$ cat src/rtl/lab5_2_rr_mux_arbiter_if.sv
// Shared-channel bundle between four producers, the round-robin arbiter and one consumer.
// The master modport is the arbiter's view; slave is the producer/consumer side.
interface lab5_2_rr_mux_arbiter_if #(
  parameter int WIDTH = 8
);
  logic [WIDTH-1:0] in0;
  logic [WIDTH-1:0] in1;
  logic [WIDTH-1:0] in2;
  logic [WIDTH-1:0] in3;
  logic [3:0]       req;
  logic [3:0]       ack;
  logic [WIDTH-1:0] out;
  logic             out_valid;
  logic             out_ready;
  logic [1:0]       sel;
  logic             busy;

  modport master (
    input  in0, in1, in2, in3, req, out_ready,
    output ack, out, out_valid, sel, busy
  );

  modport slave (
    output in0, in1, in2, in3, req, out_ready,
    input  ack, out, out_valid, sel, busy
  );
endinterface

$ cat src/rtl/lab5_2_rr_mux_arbiter.sv
// Round-robin arbiter steering one of four requesters onto a shared channel,
// holding each grant for up to MAX_BURST beats or until the requester withdraws.
module lab5_2_rr_mux_arbiter #(
  parameter int WIDTH     = 8,
  parameter int MAX_BURST = 4
) (
  input logic                     clk,
  input logic                     rst_n,
  lab5_2_rr_mux_arbiter_if.master bus
);

  localparam int CNT_W = (MAX_BURST > 1) ? $clog2(MAX_BURST) : 1;
  localparam logic [CNT_W-1:0] LAST_BEAT = CNT_W'(MAX_BURST - 1);

  typedef enum logic {
    IDLE  = 1'b0,
    GRANT = 1'b1
  } state_t;

  state_t           state_q, state_d;
  logic [1:0]       sel_q, sel_d;
  logic [1:0]       ptr_q, ptr_d;
  logic [CNT_W-1:0] beat_cnt_q, beat_cnt_d;

  logic [WIDTH-1:0] mux_data;
  logic             out_valid;
  logic             xfer;
  logic             release_grant;

  // Scan downwards so the candidate closest to the priority pointer is written last and wins.
  function automatic logic [1:0] pick(input logic [3:0] r, input logic [1:0] p);
    logic [1:0] idx;
    pick = p;
    for (int k = 3; k >= 0; k--) begin
      idx = p + 2'(k);
      if (r[idx]) pick = idx;
    end
  endfunction

  always_comb begin
    mux_data = '0;
    case (sel_q)
      2'd0:    mux_data = bus.in0;
      2'd1:    mux_data = bus.in1;
      2'd2:    mux_data = bus.in2;
      2'd3:    mux_data = bus.in3;
      default: mux_data = '0;
    endcase
  end

  // On release the pointer moves past the current owner before re-arbitrating, so it ranks last.
  always_comb begin
    state_d       = state_q;
    sel_d         = sel_q;
    ptr_d         = ptr_q;
    beat_cnt_d    = beat_cnt_q;
    out_valid     = 1'b0;
    xfer          = 1'b0;
    release_grant = 1'b0;
    case (state_q)
      IDLE: begin
        if (|bus.req) begin
          state_d    = GRANT;
          sel_d      = pick(bus.req, ptr_q);
          beat_cnt_d = '0;
        end
      end
      GRANT: begin
        out_valid = bus.req[sel_q];
        xfer      = out_valid & bus.out_ready;
        if (xfer) beat_cnt_d = beat_cnt_q + CNT_W'(1);
        release_grant = (xfer && (beat_cnt_q == LAST_BEAT)) || !out_valid;
        if (release_grant) begin
          ptr_d = sel_q + 2'd1;
          if (|bus.req) begin
            sel_d      = pick(bus.req, sel_q + 2'd1);
            beat_cnt_d = '0;
          end else begin
            state_d = IDLE;
          end
        end
      end
      default: state_d = IDLE;
    endcase
  end

  always_ff @(posedge clk or negedge rst_n) begin
    if (!rst_n) begin
      state_q    <= IDLE;
      sel_q      <= 2'd0;
      ptr_q      <= 2'd0;
      beat_cnt_q <= '0;
    end else begin
      state_q    <= state_d;
      sel_q      <= sel_d;
      ptr_q      <= ptr_d;
      beat_cnt_q <= beat_cnt_d;
    end
  end

  assign bus.out_valid = out_valid;
  assign bus.out       = out_valid ? mux_data : '0;
  assign bus.ack       = xfer ? (4'b0001 << sel_q) : 4'b0000;
  assign bus.sel       = sel_q;
  assign bus.busy      = (state_q == GRANT);

endmodule
$ cat src/flat_wrapper.sv
// flat-port wrapper written by rule: the top's interface ports become plain ports
module lab5_2_rr_mux_arbiter_flat 
#(
  parameter int WIDTH     = 8,
  parameter int MAX_BURST = 4
)
  (clk, rst_n, bus_in0, bus_in1, bus_in2, bus_in3, bus_req, bus_out_ready, bus_ack, bus_out, bus_out_valid, bus_sel, bus_busy);
  lab5_2_rr_mux_arbiter_if #(.WIDTH(WIDTH)) bus_i ();
  input logic clk;
  input logic rst_n;
  input wire logic [$bits(bus_i.in0)-1:0] bus_in0;
  input wire logic [$bits(bus_i.in1)-1:0] bus_in1;
  input wire logic [$bits(bus_i.in2)-1:0] bus_in2;
  input wire logic [$bits(bus_i.in3)-1:0] bus_in3;
  input wire logic [$bits(bus_i.req)-1:0] bus_req;
  input wire logic [$bits(bus_i.out_ready)-1:0] bus_out_ready;
  output wire logic [$bits(bus_i.ack)-1:0] bus_ack;
  output wire logic [$bits(bus_i.out)-1:0] bus_out;
  output wire logic [$bits(bus_i.out_valid)-1:0] bus_out_valid;
  output wire logic [$bits(bus_i.sel)-1:0] bus_sel;
  output wire logic [$bits(bus_i.busy)-1:0] bus_busy;
  assign bus_i.in0 = bus_in0;
  assign bus_i.in1 = bus_in1;
  assign bus_i.in2 = bus_in2;
  assign bus_i.in3 = bus_in3;
  assign bus_i.req = bus_req;
  assign bus_i.out_ready = bus_out_ready;
  assign bus_ack = bus_i.ack;
  assign bus_out = bus_i.out;
  assign bus_out_valid = bus_i.out_valid;
  assign bus_sel = bus_i.sel;
  assign bus_busy = bus_i.busy;
  lab5_2_rr_mux_arbiter #(.WIDTH(WIDTH), .MAX_BURST(MAX_BURST)) u_core (.clk(clk), .rst_n(rst_n), .bus(bus_i));
endmodule
$ cat config.mk
export PLATFORM = sky130hd
export DESIGN_NAME = lab5_2_rr_mux_arbiter_flat
export DESIGN_NICKNAME = d
export VERILOG_FILES = /design/src/rtl/lab5_2_rr_mux_arbiter_if.sv /design/src/rtl/lab5_2_rr_mux_arbiter.sv /design/src/flat_wrapper.sv
export SDC_FILE = /design/constraint.sdc
export NUM_CORES = 1
export LEC_CHECK = 0
export CORE_UTILIZATION = 38
export CTS_BUF_LIST = sky130_fd_sc_hd__clkbuf_4
export CTS_CLUSTER_SIZE = 12
export DETAILED_ROUTE_END_ITERATION = 10
export PLACE_DENSITY = 0.82
export SYNTH_ARGS = -nofsm -noshare
export SYNTH_HDL_FRONTEND = slang
export SYNTH_SLANG_ARGS = --single-unit
$ cat constraint.sdc
create_clock -name clk -period 2.8 [get_ports clk]
set_clock_uncertainty 0.2 [all_clocks]
set_input_delay 0.42 -clock clk [delete_from_list [all_inputs] [get_ports clk]]
set_output_delay 0.42 -clock clk [all_outputs]
set_load 0.01 [all_outputs]
### Word level (Yosys, flattened, before mapping)

Index checks and enable logic that the tools add are counted.

| operators by class | value |
|---|---|
| multiplexer cells | 43 |
| bitwise logic cells | 2 |
| shift operators | 1 |
| magnitude comparators | 9 |
| reduce and logical (&&, ||, !) cells | 7 |
| equality and inequality tests | 7 |
| $add $sub $neg | 8 |

Operators with widths:

| operator | count |
|---|---|
| 8-bit one-hot mux with 4 select lines | 1 |
| 2-bit 2-to-1 mux | 15 |
| 2-bit by 3-bit less-than comparator with 1-bit output (second input constant) | 9 |
| 1-bit binary-select mux with 2-bit select | 9 |
| 1-bit 2-to-1 mux | 13 |
| 2-bit by 1-bit adder with 2-bit output (second input constant) | 4 |
| 2-bit adder (second input constant) | 4 |
| 8-bit 2-to-1 mux | 1 |
| 2-bit one-hot mux with 2 select lines | 2 |
| 2-bit == test (second input constant) | 3 |
| 4-bit 2-to-1 mux | 1 |
| 2-bit != test (second input constant) | 2 |
| 4-bit OR reduction | 1 |
| 1-bit by 2-bit left shift with 4-bit output (first input constant) | 1 |
| 3-bit AND reduction | 1 |
| 2-bit by 1-bit == test with 1-bit output (second input constant) | 1 |
| 2-bit logical NOT | 1 |
| 2-bit by 1-bit != test with 1-bit output (second input constant) | 1 |
| 1-bit one-hot mux with 2 select lines | 1 |
| 2-bit AND reduction | 1 |
| 1-bit AND | 1 |
| 1-bit logical AND | 1 |
| 1-bit logical NOT | 1 |
| 1-bit logical OR | 1 |
| 1-bit inverter | 1 |

| word-level totals | value |
|---|---|
| output and inout bits | 16 |
| bits of input ports | 39 |
| register bits | 7 |
| logic and storage cells | 81 |

### Depth between registers and ports, before layout

| logic depth | value |
|---|---|
| word-level depth | 11 |
| mapped depth | 9 |
| gate-level depth less buffers | 7 |

### Worst setup path after synthesis

OpenSTA, ideal clock, no wires.

| timing | value |
|---|---|
| path type | reg2reg |
| from | reg u_core.sel_q[0] (netlist: u_core.bus.sel[0]) |
| to | reg u_core.sel_q[0] (netlist: u_core.bus.sel[0]) |
| period minus slack after synthesis | 2.429 ns |
| setup time | 0.127 ns |
| stages on the path, launching flop included | 10 |
| setup slack | 0.371 ns |
| required time | 2.473 ns |
| data arrival time | 2.102 ns |
| buffers on the path | 2 |
| path through | dfrtp_1 -> buf_6 -> inv_1 -> ha_1 -> clkbuf_1 -> or4b_1 -> o41a_1 -> o211ai_1 -> a21oi_1 -> o32a_2 |

| on the way | value |
|---|---|
| longest elaborated chain between the ends | 11 |
| elaborated cells between the ends (all ways) | 27 |
| those cells by class | add/sub (4); eq/ne (1); mux (17); bitwise (1); reduce/logical (4) |

RTL lines:

| what | RTL line | text |
|---|---|---|
| from (decl) | lab5_2_rr_mux_arbiter.sv:21 | `logic [1:0] sel_q, sel_d;` |
| from (signal assigned) | lab5_2_rr_mux_arbiter.sv:95 | `sel_q <= sel_d;` |
| 2-bit by 1-bit adder with 2-bit output | lab5_2_rr_mux_arbiter.sv:76 | `sel_d = pick(bus.req, sel_q + 2'd1);` |
| 2-bit adder | lab5_2_rr_mux_arbiter.sv:35 | `idx = p + 2'(k);` |
| 1-bit binary-select mux with 2-bit select | lab5_2_rr_mux_arbiter.sv:36 | `if (r[idx]) pick = idx;` |
| 1-bit 2-to-1 mux (not written as such) | lab5_2_rr_mux_arbiter.sv:36 |  |
| 2-bit 2-to-1 mux (4 in series) | lab5_2_rr_mux_arbiter.sv:36 |  |
| 2-bit 2-to-1 mux | lab5_2_rr_mux_arbiter.sv:75 | `if (\|bus.req) begin` |
| 2-bit 2-to-1 mux | lab5_2_rr_mux_arbiter.sv:73 | `if (release_grant) begin` |
| 2-bit one-hot mux with 2 select lines | lab5_2_rr_mux_arbiter.sv:60 | `case (state_q)` |

Parallel ways exist; a longest one is shown, timed or not. The select of a mux whose other input is x is not followed.
A chain may end at the register's enable or synchronous reset.

### Final worst setup path

| timing | value |
|---|---|
| from | in bus_req[3] |
| to | out bus_out[3] |

| on the way | value |
|---|---|
| longest elaborated chain between the ends | 4 |

RTL lines:

| what | RTL line | text |
|---|---|---|
| from (decl) | flat_wrapper.sv:15 | `input wire logic [$bits(bus_i.req)-1:0] bus_req;` |
| 1-bit binary-select mux with 2-bit select | lab5_2_rr_mux_arbiter.sv:69 | `out_valid = bus.req[sel_q];` |
| 1-bit 2-to-1 mux (not written as such) | lab5_2_rr_mux_arbiter.sv:69 |  |
| 1-bit 2-to-1 mux | lab5_2_rr_mux_arbiter.sv:60 |  |
| 8-bit 2-to-1 mux | lab5_2_rr_mux_arbiter.sv:102 | `assign bus.out = out_valid ? mux_data : '0;` |
| to (decl) | flat_wrapper.sv:18 | `output wire logic [$bits(bus_i.out)-1:0] bus_out;` |

No other way between the ends. The select of a mux whose other input is x is not followed.

==> results by group <==
Status
  • Outcome: completed

Clock network
  • Clock transition at the registers of the reported paths: 60 ps
  • Setup repair bufs after CTS: 0
  • H-tree depth: 1
  • Deepest clock path buffer count: 2
  • Total CTS buffers: 3
  • Root Driver: clkbuf_4
  • Clock Sinks: 7
  • Worst skew pair latency: ~250 ps
  • CTS tree: done

Floorplanning
  • Die X: 50.3 um
  • Core box area: between 2000 and 2500 um^2
  • Starting Density: 0.400
  • Ports: between 50 and 60
  • Die Span Y: between 50 and 60 um
  • Die ar.: between 2000 and 3000 um^2
  • Rows: 17

Synthesis
  • Syn_area_per_cell: about 7.6 um^2
  • Cell taking the most area after synthesis: dfrtp_1
  • Mapped Area: around 900 um^2
  • Share of the synthesized area in the top cell type: 0.198
  • Yosys reg bits: 7
  • Synth cell types: 35
  • Cells after Synth: roughly 120
  • Syn_nets: 161
  • Synth Warn #: 0
  • Leading post-synthesis cells by cell area: dfrtp_1 20%, a222oi_1 9.0%, ha_1 8.5%, nor2_1 7.6%, a21oi_1 6.2%
  • Sequential area share after synthesis: 0.198

Final layout
  • Synth-to-Final Area Change: 71.5%
  • Final nets: roughly 220
  • Multi-input logic area: 632 um^2
  • Layout cells sized above 1: 0.177
  • Sequential cell area: ~180 um^2
  • Non-Filler Cell Area, Final: between 1500 and 2000 um^2
  • Fillcell total: 200
  • N_diodes: 0

Global routing
  • Initial antenna violation count: 0
  • First-pass GRT wire length: 4740 um
  • Global Route Usage Sum: 0.239
  • Remaining global-route overflow: 0
  • Largest net degree at the start of global routing: 17
  • Vias in the first global route: approximately 1100

Power
  • Part of the power in registers: 0.153
  • Clk pwr share: 0.078
  • Internal Power: 0.706 mW
  • Sw Share: 0.459
  • Lkg Pwr: about 0.7 nW
  • Net Sw Power: ~0.60 mW
  • Share of total power in combinational logic: 0.768
  • Power Density: between 800 and 900 nW/um^2
  • Maximum VDD drop: approximately 660 uV

Timing
  • Relative slew slack: 0.762
  • Pin slew with the least headroom to its limit: about 350 ps
  • Final Setup Violations: 0
  • RSZ-0062 raised after global routing: false
  • Tcrit/Tclk final: 0.937
  • Top achievable clock speed: roughly 0.38 GHz
  • Post-layout minimum cycle time: around 2600 ps
  • Fin. Hold Viols: 0
  • Max Slew Vio Count: 0
  • Final worst-path setup slack: approximately 180 ps

Route
  • Final wirelength: 2980 um
  • Post-DR vias/cell: between 5 and 6
  • Final ANT Viol Nets: 0
  • Routed wire per std cell: about 15 um
  • DRT Pass-1 Iters: 4
  • First DRT Iteration DRCs: 57
  • Via count: approximately 1200
  • Post-route DRC: 0

Worst hold path
  • Worst hold path type: in2async

Critical path
  • Startpoint Class: primary input
  • CP max FO: 8
  • Worst Setup End Kind: output port
  • Required @ worst endpoint: ~2200 ps
  • FF-to-FF path depth: 8
  • CP Class: in2out
  • CP arrival: around 2000 ps

Placed design
  • Detailed placement HPWL: around 2200 um
  • Placed Area: between 1000 and 1500 um^2
  • Final GP Congestion: between 1 and 1.5
  • Count of input and output buffers: 54
  • Pre-CTS WS: -37.8 ps

Run
  • Max_cap viols: 0
[logic make-up after synthesis]
family          count (synthesis)  synth area share
compound gates                 41             0.328
xor+xnor                        1           0.00989
fa+ha+maj                       6            0.0847
buf+inv                        19             0.103
flops                           7             0.198
mux                             3            0.0508
simple gates                   39             0.226
[repair_timing]
item / 4_1_cts / 5_1_grt
setup endpoints to repair: 12 / 2
gates resized for setup: 16 / 2
hold buffers: 0 / 0
pin swaps: 1 / 0
[layout by cell type, fill, tap and decap left out, drive strengths merged]
cell type      synthesis  final
or4b                   1      1
ha                     6      6
o32ai                  1      1
nand2                  7      7
clkbuf                 6      4
dfrtp                  7      7
inv                   10     10
dlygate4sd2            0     12
o311ai                 1      1
clkdlybuf4s50          0     41
dlymetal6s2s           0      1
o41a                   1      1
o21ai                  7      7
nand3                  2      2
nor2                  18     18
o32a                   1      1
a222oi                 8      8
a221o                  1      1
and3                   4      4
and2                   2      2
xnor2                  1      1
mux4                   1      1
o211ai                 2      2
a31oi                  4      4
nor2b                  3      3
mux2                   2      2
buf                    3     10
o22ai                  3      3
a21oi                 11     11
a21o                   1      1
nor3b                  1      1
nand4                  1      1
[cell usage after synthesis (all sizes together)]
cell type	instances
nor2	18
a21oi	11
inv	10
a222oi	8
dfrtp	7
nand2	7
o21ai	7
clkbuf	6
ha	6
a31oi	4
and3	4
buf	3
nor2b	3
o22ai	3
and2	2
mux2	2
nand3	2
o211ai	2
a21o	1
a221o	1
mux4	1
nand4	1
nor3b	1
o311ai	1
o32a	1
o32ai	1
o41a	1
or4b	1
xnor2	1
[metrics by stage]
stage	hold WS [ps]	setup TNS, ps	std cells	total power, mW	util
final	219	0	203	1.31	0.687
after global routing	244	0	203	1.43	0.687
after CTS	221	0	203	1.30	0.684
after detailed placement	370	-351	199	1.23	0.673
after global placement	353	-5.37	199	1.20	0.673
after floorplan	-75.6	0	116	0.816	-
[final cells by class]
class | instances | share of cell area
multi-input cells | 90 | 0.416
inverters | 10 | 0.0280
flip-flops and latches | 7 | 0.116
clock buffers | 4 | 0.0198
repair buffers | 64 | 0.397
well taps | 28 | 0.0231
[path summary, 6_finish.rpt]
kind	startpoint	end	slack, ps
setup reg to reg	u_core.bus.sel[0]	u_core.bus.sel[0]	430
setup / recovery	bus_req[3]	bus_out[3]	180
max in group asynchronous	rst_n	u_core.bus.sel[0]	1930
hold / removal	rst_n	u_core.beat_cnt_q[1]	220
min in group clk	u_core.beat_cnt_q[1]	u_core.beat_cnt_q[1]	380
hold reg to reg	u_core.beat_cnt_q[1]	u_core.beat_cnt_q[1]	380
[layer usage]
layer / track usage / vias up / wire length (um)
li1: - / 554 / -
met1: 0.281 / 541 / 1210
met2: 0.431 / 79 / 1430
met3: 0.0364 / 4 / 315
met4: 0.0857 / 0 / 28
met5: 0 / - / 0
[state kept, by name, summed over array words and instances, names as in the netlist]
signal,count
u_core.beat_cnt_q,2
u_core.bus.sel,2
u_core.ptr_q,2
u_core.bus.busy,1
[power groups by stage]
stage	clock network (mW)	registers (mW)	logic, mW
2_1_floorplan	0	0.191	0.625
3_3_place_gp	0	0.196	1.00
3_5_place_dp	0	0.198	1.03
4_1_cts	0.105	0.199	0.993
5_1_grt	0.108	0.208	1.11
6_report	0.102	0.200	1.00
[worst max-delay path, cell delays in order]
cell and delay (ps):
clkdlybuf4s50_1 420, mux4_2 530, nand2_4 130, buf_4 160, nor2_1 60, dlygate4sd2_1 280
No activity file was read; power rests on OpenSTA's default activity.
